**src/rtl/riot_pkg.sv**
```systemverilog
// rtl/riot_pkg.sv - register map, bit positions, prescale table and channel state type
package riot_pkg;

    localparam logic [2:0] REG_CNT_LO    = 3'd0;
    localparam logic [2:0] REG_CNT_HI    = 3'd1;
    localparam logic [2:0] REG_CTRL      = 3'd2;
    localparam logic [2:0] REG_STATUS    = 3'd3;
    localparam logic [2:0] REG_EDGE_CTRL = 3'd4;
    localparam logic [2:0] REG_EDGE_STAT = 3'd5;

    localparam int CTRL_IRQ_EN  = 2;
    localparam int CTRL_RELOAD  = 3;
    localparam int CTRL_START   = 4;
    localparam int STAT_EXPIRED = 0;
    localparam int EDGE_POL     = 0;
    localparam int EDGE_IRQ_EN  = 1;
    localparam int EDGE_FLAG    = 0;

    localparam logic [1:0] PS_1    = 2'd0;
    localparam logic [1:0] PS_8    = 2'd1;
    localparam logic [1:0] PS_64   = 2'd2;
    localparam logic [1:0] PS_1024 = 2'd3;

    localparam int unsigned PS_DIV [4] = '{1, 8, 64, 1024};

    typedef enum logic [1:0] {IDLE, RUN, FAST} tmr_state_t;

    // Terminal prescaler value (div-1) for a prescale encoding.
    function automatic logic [9:0] ps_last(input logic [1:0] ps);
        logic [9:0] r;
        case (ps)
            PS_1:    r = 10'(PS_DIV[0] - 1);
            PS_8:    r = 10'(PS_DIV[1] - 1);
            PS_64:   r = 10'(PS_DIV[2] - 1);
            PS_1024: r = 10'(PS_DIV[3] - 1);
            default: r = 10'd0;
        endcase
        return r;
    endfunction

endpackage

```
**src/rtl/riot_timer_bank_if.sv**
```systemverilog
// rtl/riot_timer_bank_if.sv - chip bus for the timer bank
// Signals: enable (block select), we_n (1=read 0=write), A {channel, reg}, DI write data,
// DO registered read data, OE read-data valid.
interface riot_timer_bank_if #(parameter int AW = 4) ();
    logic          enable;
    logic          we_n;
    logic [AW-1:0] A;
    logic [7:0]    DI;
    logic [7:0]    DO;
    logic          OE;

    modport master (output enable, we_n, A, DI, input DO, OE);
    modport slave  (input enable, we_n, A, DI, output DO, OE);
endinterface

```
**src/rtl/riot_timer_ch.sv**
```systemverilog
// rtl/riot_timer_ch.sv - one interval timer channel: stage, count, ctrl, prescaler, FSM
// Ports: clk/rst; sel (this channel, regs 0..3, bus enabled), we_n, reg_idx, di from the bus;
// rd_data is the combinational register read value; expired and irq_en feed the irq OR.
module riot_timer_ch
    import riot_pkg::*;
#(
    parameter int WIDTH = 8
) (
    input  logic       clk,
    input  logic       rst,
    input  logic       sel,
    input  logic       we_n,
    input  logic [1:0] reg_idx,
    input  logic [7:0] di,
    output logic [7:0] rd_data,
    output logic       expired,
    output logic       irq_en
);

    tmr_state_t       state, state_n;
    logic [WIDTH-1:0] count, count_n;
    logic [WIDTH-1:0] stage, stage_n;
    logic [9:0]       psc, psc_n;
    logic [1:0]       ps;
    logic             reload;
    logic             running;
    logic             tick;
    logic             exp_set;
    logic [7:0]       cnt_hi;

    logic wr, wr_lo, ctrl_wr, start_wr, stat_w1c;
    assign wr       = sel & ~we_n;
    assign wr_lo    = wr & ({1'b0, reg_idx} == REG_CNT_LO);
    assign ctrl_wr  = wr & ({1'b0, reg_idx} == REG_CTRL);
    assign start_wr = ctrl_wr & di[CTRL_START];
    assign stat_w1c = wr & ({1'b0, reg_idx} == REG_STATUS) & di[STAT_EXPIRED];
    assign running  = (state != IDLE);

    generate
        if (WIDTH == 16) begin : g_w16
            logic       wr_hi;
            logic       rd_lo;
            logic [7:0] hi_latch;
            assign wr_hi = wr & ({1'b0, reg_idx} == REG_CNT_HI);
            assign rd_lo = sel & we_n & ({1'b0, reg_idx} == REG_CNT_LO);
            always_comb begin
                stage_n = stage;
                if (wr_lo) stage_n[7:0]  = di;
                if (wr_hi) stage_n[15:8] = di;
            end
            // A low-byte read freezes the high byte so LO/HI form a coherent pair.
            always_ff @(posedge clk or posedge rst) begin
                if (rst)        hi_latch <= 8'h00;
                else if (rd_lo) hi_latch <= count[15:8];
            end
            assign cnt_hi = hi_latch;
        end else begin : g_w8
            always_comb begin
                stage_n = stage;
                if (wr_lo) stage_n = di;
            end
            assign cnt_hi = 8'h00;
        end
    endgenerate

    always_comb begin
        state_n = state;
        count_n = count;
        psc_n   = psc;
        exp_set = 1'b0;
        tick    = (psc >= ps_last(ps));
        case (state)
            IDLE: ;
            RUN: begin
                psc_n = tick ? 10'd0 : psc + 10'd1;
                if (tick) begin
                    if (count != '0) begin
                        count_n = count - 1'b1;
                    end else begin
                        exp_set = 1'b1;
                        if (reload) begin
                            count_n = stage;
                        end else begin
                            count_n = '1;
                            state_n = FAST;
                        end
                    end
                end
            end
            FAST: count_n = count - 1'b1;
            default: state_n = IDLE;
        endcase
        // A start overrides whatever the running channel would have done this edge.
        if (start_wr) begin
            count_n = stage;
            psc_n   = 10'd0;
            state_n = RUN;
            exp_set = 1'b0;
        end
    end

    always_ff @(posedge clk or posedge rst) begin
        if (rst) begin
            state   <= IDLE;
            count   <= '0;
            stage   <= '0;
            psc     <= 10'd0;
            ps      <= 2'd0;
            irq_en  <= 1'b0;
            reload  <= 1'b0;
            expired <= 1'b0;
        end else begin
            state   <= state_n;
            count   <= count_n;
            stage   <= stage_n;
            psc     <= psc_n;
            expired <= exp_set | (expired & ~stat_w1c);
            if (ctrl_wr) begin
                ps     <= di[1:0];
                irq_en <= di[CTRL_IRQ_EN];
                reload <= di[CTRL_RELOAD];
            end
        end
    end

    always_comb begin
        rd_data = 8'h00;
        case (reg_idx)
            2'd0:    rd_data = count[7:0];
            2'd1:    rd_data = cnt_hi;
            2'd2:    rd_data = {4'b0000, reload, irq_en, ps};
            default: rd_data = {6'b000000, running, expired};
        endcase
    end

endmodule

```
**src/rtl/riot_timer_bank.sv**
```systemverilog
// rtl/riot_timer_bank.sv - NUM_CH interval timers plus edge detector on the chip bus
// Ports: phi2 clock, rst async active-high, bus (slave: enable/we_n/A/DI in, DO/OE out),
// edge_in synchronised pin, irq combined request, irq_en {edge irq_en, channel irq_en}.
module riot_timer_bank
    import riot_pkg::*;
#(
    parameter int NUM_CH = 2,
    parameter int WIDTH  = 8
) (
    input  logic                 phi2,
    input  logic                 rst,
    riot_timer_bank_if.slave     bus,
    input  logic                 edge_in,
    output logic                 irq,
    output logic [NUM_CH:0]      irq_en
);

    localparam int CHW   = (NUM_CH > 1) ? $clog2(NUM_CH) : 1;
    localparam int NSLOT = 1 << CHW;

    logic [CHW-1:0] chan;
    logic [2:0]     reg_idx;
    logic           rd, wr, glob;

    assign chan    = bus.A[CHW+2:3];
    assign reg_idx = bus.A[2:0];
    assign rd      = bus.enable & bus.we_n;
    assign wr      = bus.enable & ~bus.we_n;
    assign glob    = (chan == '0);

    // Unpopulated channel slots read as zero, so the read mux can index by chan directly.
    logic [7:0]        slot_rd [NSLOT];
    logic [NUM_CH-1:0] ch_exp, ch_ie;

    for (genvar i = 0; i < NSLOT; i++) begin : g_slot
        if (i < NUM_CH) begin : g_ch
            riot_timer_ch #(.WIDTH(WIDTH)) u_ch (
                .clk     (phi2),
                .rst     (rst),
                .sel     (bus.enable & ~reg_idx[2] & (chan == CHW'(i))),
                .we_n    (bus.we_n),
                .reg_idx (reg_idx[1:0]),
                .di      (bus.DI),
                .rd_data (slot_rd[i]),
                .expired (ch_exp[i]),
                .irq_en  (ch_ie[i])
            );
        end else begin : g_empty
            assign slot_rd[i] = 8'h00;
        end
    end

    logic edge_pol, edge_ie, edge_flag, edge_prev;
    logic edge_evt, edge_ctrl_wr, edge_w1c;

    assign edge_ctrl_wr = wr & glob & (reg_idx == REG_EDGE_CTRL);
    assign edge_w1c     = wr & glob & (reg_idx == REG_EDGE_STAT) & bus.DI[EDGE_FLAG];
    assign edge_evt     = edge_pol ? (~edge_prev & edge_in) : (edge_prev & ~edge_in);

    always_ff @(posedge phi2 or posedge rst) begin
        if (rst) begin
            edge_prev <= 1'b0;
            edge_flag <= 1'b0;
            edge_pol  <= 1'b0;
            edge_ie   <= 1'b0;
        end else begin
            edge_prev <= edge_in;
            edge_flag <= edge_evt | (edge_flag & ~edge_w1c);
            if (edge_ctrl_wr) begin
                edge_pol <= bus.DI[EDGE_POL];
                edge_ie  <= bus.DI[EDGE_IRQ_EN];
            end
        end
    end

    logic [7:0] rd_mux;
    always_comb begin
        rd_mux = 8'h00;
        if (!reg_idx[2])
            rd_mux = slot_rd[chan];
        else if (glob && reg_idx == REG_EDGE_CTRL)
            rd_mux = {6'b000000, edge_ie, edge_pol};
        else if (glob && reg_idx == REG_EDGE_STAT)
            rd_mux = {7'b0000000, edge_flag};
    end

    always_ff @(posedge phi2 or posedge rst) begin
        if (rst) begin
            bus.DO <= 8'h00;
            bus.OE <= 1'b0;
        end else begin
            bus.DO <= rd ? rd_mux : 8'h00;
            bus.OE <= rd;
        end
    end

    assign irq_en = {edge_ie, ch_ie};
    assign irq    = (|(ch_exp & ch_ie)) | (edge_flag & edge_ie);

endmodule

```
**src/flat_wrapper.sv**
```systemverilog
// flat-port wrapper written by rule: the top's interface ports become plain ports
module riot_timer_bank_flat import riot_pkg::*;
#(
    parameter int NUM_CH = 2,
    parameter int WIDTH  = 8
)
  (phi2, rst, edge_in, irq, irq_en, bus_enable, bus_we_n, bus_A, bus_DI, bus_DO, bus_OE);
  riot_timer_bank_if #(.AW(4)) bus_i ();
  input  logic phi2;
  input  logic rst;
  input  logic edge_in;
  output logic irq;
  output logic [NUM_CH:0] irq_en;
  input wire logic [$bits(bus_i.enable)-1:0] bus_enable;
  input wire logic [$bits(bus_i.we_n)-1:0] bus_we_n;
  input wire logic [$bits(bus_i.A)-1:0] bus_A;
  input wire logic [$bits(bus_i.DI)-1:0] bus_DI;
  output wire logic [$bits(bus_i.DO)-1:0] bus_DO;
  output wire logic [$bits(bus_i.OE)-1:0] bus_OE;
  assign bus_i.enable = bus_enable;
  assign bus_i.we_n = bus_we_n;
  assign bus_i.A = bus_A;
  assign bus_i.DI = bus_DI;
  assign bus_DO = bus_i.DO;
  assign bus_OE = bus_i.OE;
  riot_timer_bank #(.NUM_CH(NUM_CH), .WIDTH(WIDTH)) u_core (.phi2(phi2), .rst(rst), .bus(bus_i), .edge_in(edge_in), .irq(irq), .irq_en(irq_en));
endmodule
```
**config.mk**
```make
export PLATFORM = sky130hd
export DESIGN_NAME = riot_timer_bank_flat
export DESIGN_NICKNAME = d
export VERILOG_FILES = /design/src/rtl/riot_pkg.sv /design/src/rtl/riot_timer_bank_if.sv /design/src/rtl/riot_timer_ch.sv /design/src/rtl/riot_timer_bank.sv /design/src/flat_wrapper.sv
export SDC_FILE = /design/constraint.sdc
export NUM_CORES = 1
export LEC_CHECK = 0
export CAP_MARGIN = 5
export CORE_ASPECT_RATIO = 0.9
export CORE_UTILIZATION = 32
export DETAILED_ROUTE_END_ITERATION = 7
export GPL_TIMING_DRIVEN = 1
export PLACE_DENSITY = 0.52
export REMOVE_ABC_BUFFERS = 1
export SLEW_MARGIN = 20
export SYNTH_ARGS = -nofsm -noshare
export SYNTH_HDL_FRONTEND = slang
export SYNTH_SLANG_ARGS = --single-unit
export TNS_END_PERCENT = 10
```
**constraint.sdc**
```tcl
create_clock -name phi2 -period 7.75 [get_ports phi2]
set_input_delay 1.55 -clock phi2 [delete_from_list [all_inputs] [get_ports phi2]]
set_output_delay 1.55 -clock phi2 [all_outputs]
set_load 0.005 [all_outputs]
```
* Word level (Yosys, flattened, before mapping)
Cells that the tools add are included.
Operators by class: add/sub/neg operators 4, order comparisons 3, equality and inequality tests 23, mux-type cells 46, bitwise operators 41, reduce and logical (&&, ||, !) cells 22
Operators with widths (count):
- $mux W8 | 14
- $pmux W10 S4 | 2
- $mux W10 | 6
- $pmux W8 S3 | 2
- $pmux W8 S2 | 2
- $and A1 B1 Y1 | 27
- $add A10 B1 Y10 const B | 2
- $ge A10 B10 Y1 | 2
- $ne A3 B3 Y1 const B | 6
- $eq A2 B2 Y1 const B | 8
- $mux W2 | 8
- $reduce_bool A8 Y1 | 2
- $sub A8 B1 Y8 const B | 2
- $eq A2 B1 Y1 const B | 5
- $logic_not A2 Y1 | 5
- $mux W1 | 10
- $not A1 Y1 | 8
- $pmux W2 S2 | 2
- $reduce_and A4 Y1 | 2
- $reduce_bool A2 Y1 | 4
- $eq A3 B3 Y1 const B | 2
- $reduce_bool A3 Y1 | 2
- $reduce_or A2 Y1 | 3
- $ne A2 B1 Y1 const B | 2
- other kinds (6) | 11
Storage, ports and cells: register bits 79, input bits 17, logic and storage cells 161

* Depth between registers and ports, before layout
Gate-level depths: netlist of run 1.
depth after elaboration 9, gate-level depth with buffers 10, depth with buffers taken out 9

* By module
Synthesis of run 1 repeated with hierarchy kept, for this count alone.
Second synthesis, totals: cell total of the unflattened synthesis 533, area, all modules 5157.4 µm²
Modules (own cells, without submodules):
- riot_timer_ch (u_core.g_slot[0].g_ch.u_ch) | instances 1, cells each 245, area each 2290.9 µm², sequential area each 825.8 µm²
- riot_timer_ch (u_core.g_slot[1].g_ch.u_ch) | instances 1, cells each 236, area each 2252.2 µm², sequential area each 825.8 µm²
- riot_timer_bank | instances 1, cells each 52, area each 614.3 µm², sequential area each 325.3 µm²

* Worst setup path after synthesis of run 1
OpenSTA, ideal clock, no wires.
kind in2reg, start in bus_A[3], end reg u_core.g_slot[0].g_ch.u_ch.psc[6], arrival time 2.843 ns, required time 7.624 ns, path slack 4.781 ns, stages 7, buffers on the path 1, path through nor4b_2 > and3_1 > buf_2 > or3_4 > a21oi_4 > and3_1 > a221o_1
On the way: word-level cells in the longest chain between the ends 6, elaborated cells on any way between the ends 7, classes of those cells mux (1); bitwise (5); reduce/logical (1)
RTL lines:
- start, declared | RTL line flat_wrapper.sv:16 | input wire logic [$bits(bus_i.A)-1:0] bus_A;
- $not A1 Y1 * | RTL line riot_timer_bank.sv:40 | .sel (bus.enable & ~reg_idx[2] & (chan == CHW'(i))),
- $and A1 B1 Y1 * | RTL line riot_timer_bank.sv:40
- $and A1 B1 Y1 * | RTL line riot_timer_ch.sv:32 | assign wr = sel & ~we_n;
- $and A1 B1 Y1 * | RTL line riot_timer_ch.sv:34 | assign ctrl_wr = wr & ({1'b0, reg_idx} == REG_CTRL);
- $and A1 B1 Y1 * | RTL line riot_timer_ch.sv:35 | assign start_wr = ctrl_wr & di[CTRL_START];
- $mux W10 or $reduce_bool A2 Y1 (tied branches)
- end signal, assigned | RTL line riot_timer_ch.sv:116 | psc <= psc_n;
- end, declared | RTL line riot_timer_ch.sv:23 | logic [9:0] psc, psc_n;
Every way passes the cells marked *; elsewhere a longest branch is shown, timed or not. A chain may end at the register's enable or synchronous reset.

* Final worst setup path of run 1
start in bus_A[0], end reg u_core.g_slot[0].g_ch.u_ch.count[2]
On the way: word-level cells in the longest chain between the ends 5, elaborated cells on any way between the ends 7, classes of those cells eq/ne (2); mux (1); bitwise (2); reduce/logical (2)
RTL lines:
- $eq A2 B2 Y1 * | RTL line riot_timer_ch.sv:34
- $and A1 B1 Y1 * | RTL line riot_timer_ch.sv:34
- $and A1 B1 Y1 * | RTL line riot_timer_ch.sv:35
- $ne A3 B3 Y1 (no line) or $reduce_bool A3 Y1 (tied branches)
- $reduce_and A2 Y1 (no line)
- end signal, assigned | RTL line riot_timer_ch.sv:114 | count <= count_n;
- end, declared | RTL line riot_timer_ch.sv:21 | logic [WIDTH-1:0] count, count_n;
Marked as above.

==> results.sh, run 1 <==
export IMPL_antenna_found_initial=0
export IMPL_power_frac_seq=0.418
export IMPL_finalPower_mw=1.378
export IMPL_cts_buffers=9
export IMPL_clk_latency_ns=0.35
export IMPL_max_cap_viol_count=0
export IMPL_place_ws_ns=3.669
export IMPL_crit_path_start_kind="input pin"
export IMPL_fillCellCount=1437
export IMPL_vias_per_cell=5.341
export IMPL_peakVddDrop_mv=0.1093
export IMPL_coreArea_um2=14060
export IMPL_grtUsageTotal=0.1687
export IMPL_ys_types=66
export IMPL_remaining_drc_errors=0
export IMPL_hold_violations=0
export IMPL_crit_chain="clkdlybuf4s50_1 -> nor2b_1 -> and3_1 -> a21oi_1 -> a21oi_1 -> a21oi_1 -> a21oi_1"
export IMPL_async_reset_ff_frac=1.000
export IMPL_hold_path_class="reg -> reg"
export IMPL_p_leak_nw=2.300
export IMPL_crit_type="in -> reg"
export IMPL_synth_edf_count=0
export IMPL_whs_ns=0.5052
export IMPL_max_slew_margin=0.4013
export IMPL_syn2layout_area_growth_pct=15.59
export IMPL_grt_max_degree=80
export IMPL_rows=41
export IMPL_p_sw_uw=474.9
export IMPL_insertedDiodeCount=0
export IMPL_fin_area_um2=5351
export IMPL_io_buffers=29
export IMPL_mostFrequentLayoutCells="dfrtp_1 (79), a21oi_1 (48), nand2_1 (40), nor2_1 (39)"
export IMPL_clock_path_buffers=2
export IMPL_path_delay_family="compound AO/OA/AOI/OAI gates"
export IMPL_cts_tree="yes"
export IMPL_power_frac_comb=0.288
export IMPL_fmax_ghz=0.2634
export IMPL_swShare=0.3446
export IMPL_fin_tns_setup_ns=0
export IMPL_dp_hpwl_um=8331
export IMPL_layout_drive_gt1_share=0.1063
export IMPL_ant_nets=0
export IMPL_fin_worst_skew_ns=0.01027
export IMPL_power_density_nw_per_um2=257.5
export IMPL_postCtsHoldBufs=0
export IMPL_pwr_share_clk=0.294
export IMPL_finalCriticalPeriod_ns=3.796
export IMPL_syn_area_um2=4629
export IMPL_cts_clk_slew_worst_paths_ns=0.06
export IMPL_start_util=0.3294
export IMPL_ys_flop_type="dfrtp_1"
export IMPL_cts_setup_buffers=0
export IMPL_avgSynthCellArea_um2=9.645
export IMPL_place_area_um2=5080
export IMPL_ys_ff_latch=79
export IMPL_die_w_um=128.8
export IMPL_place_congestion=0.8867
export IMPL_final_common_cell="dfrtp_1"
export IMPL_finalWirelength_um=11540
export IMPL_die_area_um2=14950
export IMPL_vias=3744
export IMPL_cpMostUsedCell="a21oi_1"
export IMPL_tightest_slew_ns=0.8980
export IMPL_rsz0062_at_grt="false"
export IMPL_cp_num_buf_inv=1
export IMPL_yosysSeqAreaShare=0.4270
export IMPL_drv_slew=0
export IMPL_p_int_uw=903.1
export IMPL_cts_root_buf="clkbuf_16"
export IMPL_cts_sinks=79
export IMPL_die_h_um=116.1
export IMPL_post_cts_resized=0
export IMPL_pin_count=30
export IMPL_period_share=0.4898
export IMPL_grt_first_pass_wirelength_um=19180
export IMPL_setup_violations=0
export IMPL_cp_arrival_ns=4.01
export IMPL_drt_iter0_drc=250
export IMPL_cp_data_required_time_ns=7.97
export IMPL_drtPass1Iterations=4
export IMPL_yosys_warnings=0
export IMPL_post_synth_inst_count=480
export IMPL_crit_fanout=13
export IMPL_drt_wirelength_per_cell_um=16.47
export IMPL_fin_nets=549
export IMPL_max_stage_delay_ns=0.79
export IMPL_grt_pass1_vias=3632
export IMPL_cp_slowest_cell="clkdlybuf4s50_1"
export IMPL_fin_ws_ns=3.954
export IMPL_grt_overflow=0
export IMPL_htree_levels=3
export IMPL_status="completed"
export IMPL_endpoint_kind="register"
-- worst register-to-register path: cells and delay by family, from the launching register on --
| family | cells | cell delay (ns) |
|---|---|---|
| and+or+nand+nor | 2 | 0.25 |
| adders and majority gates | 1 | 0.34 |
| DFF | 1 | 0.43 |
| AOI/OAI and AO/OA | 4 | 1.47 |
-- path summary, 6_finish.rpt --
path                                                                        end  slack (ns)                                             from  cells after the start
worst max-delay path            u_core.g_slot[0].g_ch.u_ch.count[2]$_DFFE_PP0P_        3.95                                         bus_A[0]                      7
worst min-delay path            u_core.g_slot[1].g_ch.u_ch.stage[1]$_DFFE_PP0P_        0.51  u_core.g_slot[1].g_ch.u_ch.stage[1]$_DFFE_PP0P_                      1
worst max register to register  u_core.g_slot[1].g_ch.u_ch.count[7]$_DFFE_PP0P_        5.14     u_core.g_slot[1].g_ch.u_ch.ps[1]$_DFFE_PP0P_                      7
worst min register to register  u_core.g_slot[1].g_ch.u_ch.stage[1]$_DFFE_PP0P_        0.51  u_core.g_slot[1].g_ch.u_ch.stage[1]$_DFFE_PP0P_                      1
max in group asynchronous       u_core.g_slot[1].g_ch.u_ch.stage[2]$_DFFE_PP0P_        5.50                                              rst                      3
min in group asynchronous                            u_core.bus.DO[0]$_DFF_PP0_        1.73                                              rst                      3
-- through the flow --
stage,cells,util
4_1_cts,701,0.3805
3_3_place_gp,688,0.3614
2_1_floorplan,465,-
5_1_grt,701,0.3807
6_report,701,0.3807
3_5_place_dp,688,0.3614
-- state kept, by name, summed over array words and instances (netlist names), 2 cells and up --
signal                           cells
u_core.bus.DO                        8
u_core.g_slot.g_ch.u_ch.ps           4
u_core.g_slot.g_ch.u_ch.psc         20
u_core.g_slot.g_ch.u_ch.irq_en       2
u_core.g_slot.g_ch.u_ch.count       16
u_core.g_slot.g_ch.u_ch.state        4
u_core.g_slot.g_ch.u_ch.reload       2
u_core.g_slot.g_ch.u_ch.stage       16
u_core.g_slot.g_ch.u_ch.expired      2
-- power by group through the flow --
stage          sequential, mW  clock [mW]  combinational (mW)
3_3_place_gp            0.581           0               0.385
5_1_grt                 0.588       0.434               0.452
3_5_place_dp            0.583           0               0.398
4_1_cts                 0.576       0.420               0.400
6_report                0.576       0.405               0.397
2_1_floorplan           0.549           0               0.295
-- cell type report --
cell class | instances | area (um2) | share of cell area
clock buffer | 11 | 232.7 | 0.04349
multi-input combinational | 356 | 2450 | 0.4578
tap | 193 | 241.5 | 0.04513
inverter | 30 | 113.9 | 0.02128
clock inverter | 2 | 35.03 | 0.006547
timing repair buffer | 30 | 301.5 | 0.05635
sequential | 79 | 1977 | 0.3694
-- layer usage --
layer,GRT usage,routed length [um]
met3,0.04489,464
met2,0.2721,5460
met5,0,0
met4,0.05725,175
met1,0.2200,5441
-- Yosys cell counts, drive strengths merged (3+ instances only) --
library cell	instances	share of area
inv	30	0.024
o21ai	31	0.034
a21oi	51	0.059
a21o	4	0.0065
buf	11	0.016
o311ai	4	0.0076
nand4	10	0.014
dfrtp	79	0.43
and3	5	0.0078
o21a	3	0.0049
nor2b	5	0.0068
nor4b	3	0.0070
mux2	27	0.066
or3	3	0.0051
a211o	4	0.0076
o32ai	3	0.0057
nor3	7	0.0076
ha	26	0.070
nand2b	6	0.0081
a22o	5	0.0095
nor3b	4	0.0065
clkbuf	4	0.0032
mux2i	10	0.022
nand3	29	0.031
a31oi	3	0.0054
nand2	40	0.032
nor2	39	0.032
-- cells by family (layout without fill, tap and decap cells) --
family / count (synthesis) / count (layout) / synth area share
fa+ha+maj: 26 / 26 / 0.07027
compound gates: 128 / 128 / 0.1830
mux: 39 / 39 / 0.09703
buf+inv: 45 / 73 / 0.04378
flops: 79 / 79 / 0.4270
simple gates: 162 / 162 / 0.1770
xor+xnor: 1 / 1 / 0.001892
No activity file was read; power rests on OpenSTA's default activity.
==> run 2, diff against run 1 <==
Clock period 7.75 ns to 3.55 ns, I/O delays scaled along.
==> results.sh, run 2 (synthesis gave the netlist of run 1 again) <==
export IMPL_status="completed"
export IMPL_largest_reg_flops=20
export IMPL_peakVddDrop_mv=0.2228
export IMPL_fillCellCount=1423
export IMPL_drt_iter0_drc=301
export IMPL_cts_setup_buffers=0
export IMPL_cts_root_buf="clkbuf_16"
export IMPL_start_util=0.3294
export IMPL_crit_fanout=13
export IMPL_antenna_found_initial=0
export IMPL_clock_path_buffers=2
export IMPL_die_h_um=116.1
export IMPL_place_congestion=0.8656
export IMPL_cts_buffers=9
export IMPL_min_to="u_core.g_slot[1].g_ch.u_ch.stage[1]$_DFFE_PP0P_"
export IMPL_crit_path_start_kind="input pin"
export IMPL_syn2layout_area_growth_pct=17.68
export IMPL_ant_nets=0
export IMPL_post_cts_resized=0
export IMPL_r2r_start="u_core.g_slot[0].g_ch.u_ch.ps[1]$_DFFE_PP0P_"
export IMPL_mostFrequentLayoutCells="dfrtp_1 (79), a21oi_1 (48), nand2_1 (40), nor2_1 (39)"
export IMPL_fin_nets=553
export IMPL_pin_count=30
export IMPL_drt_wirelength_per_cell_um=16.57
export IMPL_fin_tns_setup_ns=0
export IMPL_period_share=0.8052
export IMPL_largest_register="u_core.g_slot.g_ch.u_ch.psc"
export IMPL_io_buffers=29
export IMPL_hold_path_class="reg -> reg"
export IMPL_grt_first_pass_wirelength_um=19600
export IMPL_p_leak_nw=2.351
export IMPL_hold_violations=0
export IMPL_clk_latency_ns=0.34
export IMPL_drtPass1Iterations=6
export IMPL_hold_depth=1
export IMPL_crit_type="in -> reg"
export IMPL_fmax_ghz=0.3498
export IMPL_final_common_cell="dfrtp_1"
export IMPL_layout_drive_gt1_share=0.1184
export IMPL_die_w_um=128.8
export IMPL_grt_max_degree=43
export IMPL_finalWirelength_um=11730
export IMPL_min_from="u_core.g_slot[1].g_ch.u_ch.stage[1]$_DFFE_PP0P_"
export IMPL_max_slew_margin=0.4008
export IMPL_die_area_um2=14950
export IMPL_cts_sinks=79
export IMPL_grt_pass1_vias=3757
export IMPL_vias_per_cell=5.391
export IMPL_max_cap_viol_count=0
export IMPL_r2r_slack_ns=0.91
export IMPL_cts_clk_slew_worst_paths_ns=0.06
export IMPL_cp_arrival_ns=3.06
export IMPL_fin_ws_ns=0.6914
export IMPL_rsz0062_at_grt="false"
export IMPL_fin_worst_skew_ns=0.01120
export IMPL_tightest_slew_ns=0.8988
export IMPL_htree_levels=3
export IMPL_largestRegisters="u_core.g_slot.g_ch.u_ch.psc (20), u_core.g_slot.g_ch.u_ch.count (16), u_core.g_slot.g_ch.u_ch.stage (16)"
export IMPL_setup_violations=0
export IMPL_multi_input_area_um2=2450
export IMPL_grtUsageTotal=0.1710
export IMPL_rows=41
export IMPL_r2r_end="u_core.g_slot[0].g_ch.u_ch.psc[8]$_DFFE_PP0P_"
export IMPL_cp_data_required_time_ns=3.75
export IMPL_endpoint_kind="register"
export IMPL_vias=3817
export IMPL_power_density_nw_per_um2=580.2
export IMPL_cts_tree="yes"
export IMPL_place_ws_ns=0.4238
export IMPL_dp_hpwl_um=8606
export IMPL_insertedDiodeCount=0
export IMPL_grt_overflow=0
export IMPL_coreArea_um2=14060
export IMPL_seq_area_um2=1977
export IMPL_remaining_drc_errors=0
export IMPL_drv_slew=0
export IMPL_reg2reg_depth=9
export IMPL_finalCriticalPeriod_ns=2.859
export IMPL_postCtsHoldBufs=0
run 2: cell count changes in the layout (fill, tap and decap cells not counted):
cell | before | now
buf_12 | 0 | 1
bufinv_16 | 1 | 2
buf_6 | 1 | 0
clkbuf_8 | 0 | 2
buf_4 | 0 | 4
run 2: how the worst max path moves through the flow:
stage,start,endpoint
3_5_place_dp,bus_A[2],u_core.g_slot[0].g_ch.u_ch.count[6]$_DFFE_PP0P_
4_1_cts,bus_A[2],u_core.g_slot[0].g_ch.u_ch.count[5]$_DFFE_PP0P_
3_3_place_gp,bus_A[2],u_core.g_slot[0].g_ch.u_ch.count[5]$_DFFE_PP0P_
5_1_grt,bus_A[2],u_core.g_slot[0].g_ch.u_ch.count[2]$_DFFE_PP0P_
6_report,bus_A[2],u_core.g_slot[0].g_ch.u_ch.count[6]$_DFFE_PP0P_
2_1_floorplan,rst,u_core.bus.DO[0]$_DFF_PP0_
run 2: area by class of cell:
| cell class | instances | share of cell area |
|---|---|---|
| repair buffers | 34 | 0.06247 |
| clock buffers | 13 | 0.04777 |
| well taps | 193 | 0.04433 |
| flip-flops and latches | 79 | 0.3629 |
| multi-input cells | 356 | 0.4497 |
| inverters | 30 | 0.02090 |
| clock inverters | 3 | 0.01194 |
run 2: per-layer routing:
metal  vias to the layer above  wire [um]  GRT usage
met5                         -          0          0
met4                         0        201    0.05647
met3                        17        397    0.03023
met2                        83       5593     0.2822
met1                      1889       5542     0.2279
li1                       1828          -          -
run 2: per-stage QoR:
step / power [mW] / std cells / utilization / hold WS [ns] / cell area (um2)
after detailed placement: 2.155 / 692 / 0.3644 / 0.4973 / 5122
after global placement: 2.127 / 692 / 0.3644 / 0.4925 / 5122
after CTS: 3.188 / 708 / 0.3876 / 0.5105 / 5448
after floorplan: 1.843 / 465 / - / 0.4619 / 4539
after global routing: 3.367 / 708 / 0.3876 / 0.5318 / 5448
final: 3.161 / 708 / 0.3876 / 0.5051 / 5448
run 2: report_power, final:
group | total (mW) | internal [mW] | switching [mW]
Sequential | 1.26 | 1.06 | 0.193
Combinational | 0.888 | 0.383 | 0.504
Clock | 1.02 | 0.654 | 0.362
Total | 3.16 | 2.10 | 1.06
run 2: critical path, stage by stage:
cell and delay, ns:
clkdlybuf4s50_1 0.76, nor4b_2 0.15, and3_1 0.28, a21oi_1 0.72
a21oi_1 0.17, a21oi_1 0.20, a21oi_1 0.06
